==> config.mk <==
export PLATFORM = sky130hd
export DESIGN_NAME = dmem_lsu
export DESIGN_NICKNAME = d
export VERILOG_FILES = /design/src/rtl/lsu_pkg.sv /design/src/rtl/dmem_lsu_lane_align.sv /design/src/rtl/dmem_lsu.sv
export SDC_FILE = /design/constraint.sdc
export NUM_CORES = 1
export LEC_CHECK = 0
export ABC_AREA = 1
export CELL_PAD_IN_SITES_DETAIL_PLACEMENT = 1
export CELL_PAD_IN_SITES_GLOBAL_PLACEMENT = 2
export CORE_MARGIN = 5
export CORE_UTILIZATION = 27
export DETAILED_ROUTE_END_ITERATION = 7
export PLACE_DENSITY = 0.95
export REMOVE_ABC_BUFFERS = 1
export SETUP_SLACK_MARGIN = 0.05
export SLEW_MARGIN = 15
export SYNTH_ARGS = -nofsm -noshare
export SYNTH_HDL_FRONTEND = slang
export SYNTH_HIERARCHICAL = 1
export SYNTH_SLANG_ARGS = --single-unit
export TNS_END_PERCENT = 10
==> constraint.sdc <==
create_clock -name clk -period 3.9 [get_ports clk]
set_input_delay 0.78 -clock clk [delete_from_list [all_inputs] [get_ports clk]]
set_output_delay 0.78 -clock clk [all_outputs]
set_load 0.005 [all_outputs]
==> src/rtl/lsu_pkg.sv <==
// Shared types and constants for the data-memory load/store unit.
package lsu_pkg;

  typedef enum logic [1:0] {
    IDLE,
    READ,
    WRITE,
    RESP
  } state_t;

  localparam logic [1:0] SZ_BYTE = 2'b00;
  localparam logic [1:0] SZ_HALF = 2'b01;
  localparam logic [1:0] SZ_WORD = 2'b10;
  localparam logic [1:0] SZ_ILL  = 2'b11;

  function automatic logic is_misaligned(input logic [1:0] size, input logic [1:0] off);
    case (size)
      SZ_BYTE: is_misaligned = 1'b0;
      SZ_HALF: is_misaligned = off[0];
      SZ_WORD: is_misaligned = (off != 2'b00);
      default: is_misaligned = 1'b1;
    endcase
  endfunction

endpackage

==> src/rtl/dmem_lsu_lane_align.sv <==
// Little-endian lane extraction/extension for loads and lane merge for sub-word stores.
module lsu_lane_align
  import lsu_pkg::*;
(
  input  logic [31:0] word,
  input  logic [31:0] wdata,
  input  logic [1:0]  off,
  input  logic [1:0]  size,
  input  logic        sgn,
  output logic [31:0] load_data,
  output logic [31:0] store_data
);

  logic [7:0]  lane_b;
  logic [15:0] lane_h;

  always_comb begin
    lane_b     = word[{off, 3'b000} +: 8];
    lane_h     = off[1] ? word[31:16] : word[15:0];
    load_data  = word;
    store_data = wdata;
    case (size)
      SZ_BYTE: begin
        load_data  = {{24{sgn & lane_b[7]}}, lane_b};
        store_data = word;
        store_data[{off, 3'b000} +: 8] = wdata[7:0];
      end
      SZ_HALF: begin
        load_data  = {{16{sgn & lane_h[15]}}, lane_h};
        store_data = word;
        if (off[1]) store_data[31:16] = wdata[15:0];
        else        store_data[15:0]  = wdata[15:0];
      end
      default: begin
        load_data  = word;
        store_data = wdata;
      end
    endcase
  end

endmodule

==> src/rtl/dmem_lsu.sv <==
// Load/store unit between MEM stage and word-organised data memory.
// LSU_MISALIGN_TRAP_EN: report misaligned/illegal requests instead of truncating them.
module dmem_lsu
  import lsu_pkg::*;
#(
  parameter int ADDR_W = 10
) (
  input  logic              clk,
  input  logic              rst,
  input  logic              req_valid,
  output logic              req_ready,
  input  logic              req_we,
  input  logic [1:0]        req_size,
  input  logic              req_signed,
  input  logic [31:0]       req_addr,
  input  logic [31:0]       req_wdata,
  output logic              rsp_valid,
  output logic [31:0]       rsp_rdata,
  output logic              rsp_misalign,
  output logic [ADDR_W-1:0] mem_raddr,
  output logic [ADDR_W-1:0] mem_waddr,
  output logic              mem_read,
  output logic              mem_write,
  output logic [31:0]       mem_wdata,
  input  logic [31:0]       mem_rdata
);

  state_t      state, state_nx;
  logic        accept;
  logic        r_we, r_sgn;
  logic [1:0]  r_size, r_off;
  logic [31:0] r_wdata;
  logic [1:0]  a_size, a_off;
  logic        a_mis;
  logic [31:0] load_data, store_data;
  logic        unused_addr;

  assign unused_addr = ^req_addr[31:ADDR_W+2];
  assign req_ready   = (state == IDLE) & ~rst;
  assign accept      = req_valid & req_ready;

  always_comb begin
`ifdef LSU_MISALIGN_TRAP_EN
    a_size = req_size;
    a_off  = req_addr[1:0];
    a_mis  = is_misaligned(req_size, req_addr[1:0]);
`else
    // Illegal size degrades to word; offsets are forced to natural alignment.
    a_size = (req_size == SZ_ILL) ? SZ_WORD : req_size;
    a_mis  = 1'b0;
    case (a_size)
      SZ_HALF: a_off = {req_addr[1], 1'b0};
      SZ_WORD: a_off = 2'b00;
      default: a_off = req_addr[1:0];
    endcase
`endif
  end

  always_comb begin
    state_nx = state;
    case (state)
      IDLE: begin
        if (accept) begin
          if (a_mis)                                state_nx = RESP;
          else if (!req_we || a_size != SZ_WORD)    state_nx = READ;
          else                                      state_nx = WRITE;
        end
      end
      READ:    state_nx = r_we ? WRITE : RESP;
      WRITE:   state_nx = RESP;
      RESP:    state_nx = IDLE;
      default: state_nx = IDLE;
    endcase
  end

  lsu_lane_align u_align (
    .word       (mem_rdata),
    .wdata      (r_wdata),
    .off        (r_off),
    .size       (r_size),
    .sgn        (r_sgn),
    .load_data  (load_data),
    .store_data (store_data)
  );

  always_ff @(posedge clk) begin
    if (rst) begin
      state        <= IDLE;
      r_we         <= 1'b0;
      r_sgn        <= 1'b0;
      r_size       <= '0;
      r_off        <= '0;
      r_wdata      <= '0;
      rsp_valid    <= 1'b0;
      rsp_rdata    <= '0;
      rsp_misalign <= 1'b0;
      mem_read     <= 1'b0;
      mem_write    <= 1'b0;
      mem_raddr    <= '0;
      mem_waddr    <= '0;
      mem_wdata    <= '0;
    end else begin
      state     <= state_nx;
      mem_read  <= (state_nx == READ);
      mem_write <= (state_nx == WRITE);
      rsp_valid <= (state_nx == RESP);
      if (accept) begin
        r_we         <= req_we;
        r_sgn        <= req_signed;
        r_size       <= a_size;
        r_off        <= a_off;
        r_wdata      <= req_wdata;
        rsp_rdata    <= '0;
        rsp_misalign <= a_mis;
        if (!a_mis) begin
          if (!req_we || a_size != SZ_WORD) mem_raddr <= req_addr[ADDR_W+1:2];
          if (req_we)                       mem_waddr <= req_addr[ADDR_W+1:2];
          if (req_we && a_size == SZ_WORD)  mem_wdata <= req_wdata;
        end
      end
      // Merged store word is captured straight from the read data.
      if (state == READ) begin
        if (r_we) mem_wdata <= store_data;
        else      rsp_rdata <= load_data;
      end
    end
  end

endmodule

==> metrics <==
RSZ-0062 raised after global routing false; Synth area leaders dfxtp_1 (37%), nand2_1 (21%), nand3_1 (7.3%); fin crit share 0.757; final-report hold violation count 0; H-tree depth 4; met2 wire len 12.1 mm; Startpoint Class input pin; crit path max fanout 6; Starting Density 0.273; critical path capture point type primary output; Synth area leader dfxtp_1; Site Rows 58; CP most frequent cell clkdlybuf4s50_1; n_diodes 0; Via Count 7208; max layer used met5; IO Count 192; Reg clk slew, reported paths 0.05 ns; PwrDens 514 nW/um^2; core area 25000 um^2; Area Growth Syn to Fin 34.8%; Die W 169 um; DRT Wirelength 25.5 mm; Total GRT Usage 0.175; Routability Congestion 0.837; critical path, cell by cell clkdlybuf4s50_1 -> nor2_2 -> clkdlybuf4s50_1; first-pass GRT wire length 39.9 mm; Adder-Cell Fraction of Synth Area 0.0165; share of cells above drive strength 1 0.0611; number of global-route vias before repair 7368; post-layout min period 2.95 ns; # fillers 3176; Slew @ Worst Pin 1.12 ns; Worst EP required 3.12 ns; wl on met1 11.3 mm; drt pass-1 iters 4; Final Max Tran Viols 0; initial antenna violation count 2; Hold Buf Count CTS 0; Worst Skew 0.0107 ns; Seq/Total Area, Yosys 0.372; critical path class in -> out; Worst-Skew Late Latency 0.43 ns; die height 169 um; Slew HR 0.253; post-DP HPWL 18.3 mm; post-CTS sizing 0; Synth cell types 37; top cell type's share of synthesized area 0.372; Max Cap Violations 0; ANT nets after route 0; synthesized area per cell 6.41 um^2; largest net degree at the start of global routing 99; #FFs+latches synth 127; number of port buffers 170; Worst Path Arrival 2.17 ns; mux cell area share after synthesis 0; Ys Warns 6; Syn Std Cell Area 6830 um^2; Layout Utilization 0.368; # nets final 1311; LEAKAGE 4.21 nW; Clock Sink Count 127; DIE AREA 28600 um^2; status complete, no violations; Routed WL per cell 16.5 um; via-per-instance ratio 4.68; max incr delay on CP 0.61 ns; min-delay worst type reg -> reg; GRT overflow 0; Worst path slowest cell clkdlybuf4s50_1; residual DRC count 0; Mapped Cells 1066; post-synthesis compound-gate area fraction 0.136; postcts setup bufs 0; met3 wire len 1.65 mm; clk buf depth 2; Sum Neg Setup Slack 0 ns; Inserted Clock Buffers 17; DRT iter0 DRCs 376; Final setup viols 0; Fmax 0.339 GHz; Root Driver clkbuf_16; VDD IR max 0.000265 V; CTS tree built; main combinational cell family by area after synthesis simple AND/OR/NAND/NOR gates; Simple-Gate Fraction of Synth Area 0.376; XOR/XNOR Fraction of Synth Area 0
critical path, delay by kind of cell:
family                 cells  cell delay [ns]
AND/OR/NAND/NOR            1             0.23
buffers and inverters      2             1.16
final cells by class:
type / count / area (um^2) / share of cell area
clock buffers: 19 / 453 / 0.0492
clock inverters: 12 / 95.1 / 0.0103
inverters: 85 / 324 / 0.0352
well taps: 330 / 413 / 0.0449
flip-flops and latches: 127 / 2540 / 0.276
repair buffers: 178 / 1760 / 0.191
multi-input cells: 790 / 3610 / 0.393
placed cells by master (no fill, tap or decap), drive strengths merged:
master,count
nand2,395
clkdlybuf4s50,170
dfxtp,127
nand3,105
nor2,103
inv,85
o21ai,74
a21oi,57
clkbuf,19
o22ai,16
ha,9
buf,8
o21a,7
clkinv,7
or2,7
a21boi,6
o211ai,6
clkinvlp,4
a22oi,2
conb,1
bufinv,1
nor3,1
nand3b,1
synthesized netlist by cell type (all sizes together):
| cell type | n |
|---|---|
| a21boi | 6 |
| a21oi | 57 |
| a22oi | 2 |
| buf | 37 |
| clkbuf | 27 |
| conb | 1 |
| dfxtp | 127 |
| ha | 9 |
| inv | 85 |
| nand2 | 395 |
| nand3 | 105 |
| nand3b | 1 |
| nor2 | 103 |
| nor3 | 1 |
| o211ai | 6 |
| o21a | 7 |
| o21ai | 74 |
| o22ai | 16 |
| or2 | 7 |
routing by layer:
| layer | GRT usage | vias to the layer above |
|---|---|---|
| met3 | 0.0546 | 27 |
| met2 | 0.298 | 163 |
| met4 | 0.0504 | 4 |
| met5 | 0 | - |
| li1 | - | 3645 |
| met1 | 0.214 | 3369 |
logic make-up (layout without fill, tap and decap cells):
logic type | Yosys count | in the layout
AOI/OAI and AO/OA | 168 | 168
adders and majority gates | 9 | 9
DFF | 127 | 127
and+or+nand+nor | 612 | 612
other | 1 | 1
buffers and inverters | 149 | 294
metrics by stage:
step / power, W / hold slack (ns) / setup WS [ns] / area (um^2) / std cells
after detailed placement: 0.00326 / 0.456 / 0.886 / 8660 / 1510
after global routing: 0.00502 / 0.478 / 0.891 / 9210 / 1541
after floorplan: 0.00249 / 0.445 / 0.972 / 6480 / 1002
after global placement: 0.00322 / 0.454 / 0.923 / 8660 / 1510
final: 0.00473 / 0.462 / 0.948 / 9210 / 1541
after CTS: 0.00480 / 0.465 / 0.909 / 9210 / 1541
report_power, final:
part / switching [W] / total (W) / internal (W)
Clock: 0.000611 / 0.00151 / 0.000896
Sequential: 0.000178 / 0.00175 / 0.00157
Combinational: 0.000793 / 0.00148 / 0.000684
Total: 0.00158 / 0.00473 / 0.00315
worst paths after layout:
kind | from | endpoint | slack [ns] | cells after the start
hold reg to reg | rsp_rdata[7]$_SDFF_PP0_ | rsp_rdata[7]$_SDFF_PP0_ | 0.46 | 2
hold / removal | rsp_rdata[7]$_SDFF_PP0_ | rsp_rdata[7]$_SDFF_PP0_ | 0.46 | 2
setup reg to reg | r_off[0]$_SDFFE_PP0P_ | mem_wdata[7]$_SDFF_PP0_ | 1.34 | 11
setup / recovery | rst | req_ready | 0.95 | 3
sequential cells by signal (all words and copies together) (netlist names):
name       count
state          2
mem_read       1
r_we           1
rsp_rdata     32
mem_wdata     32
mem_waddr     10
mem_raddr     10
r_off          2
r_wdata       32
r_sgn          1
mem_write      1
r_size         2
rsp_valid      1
Note: power is estimated with default switching activity, not from simulation.
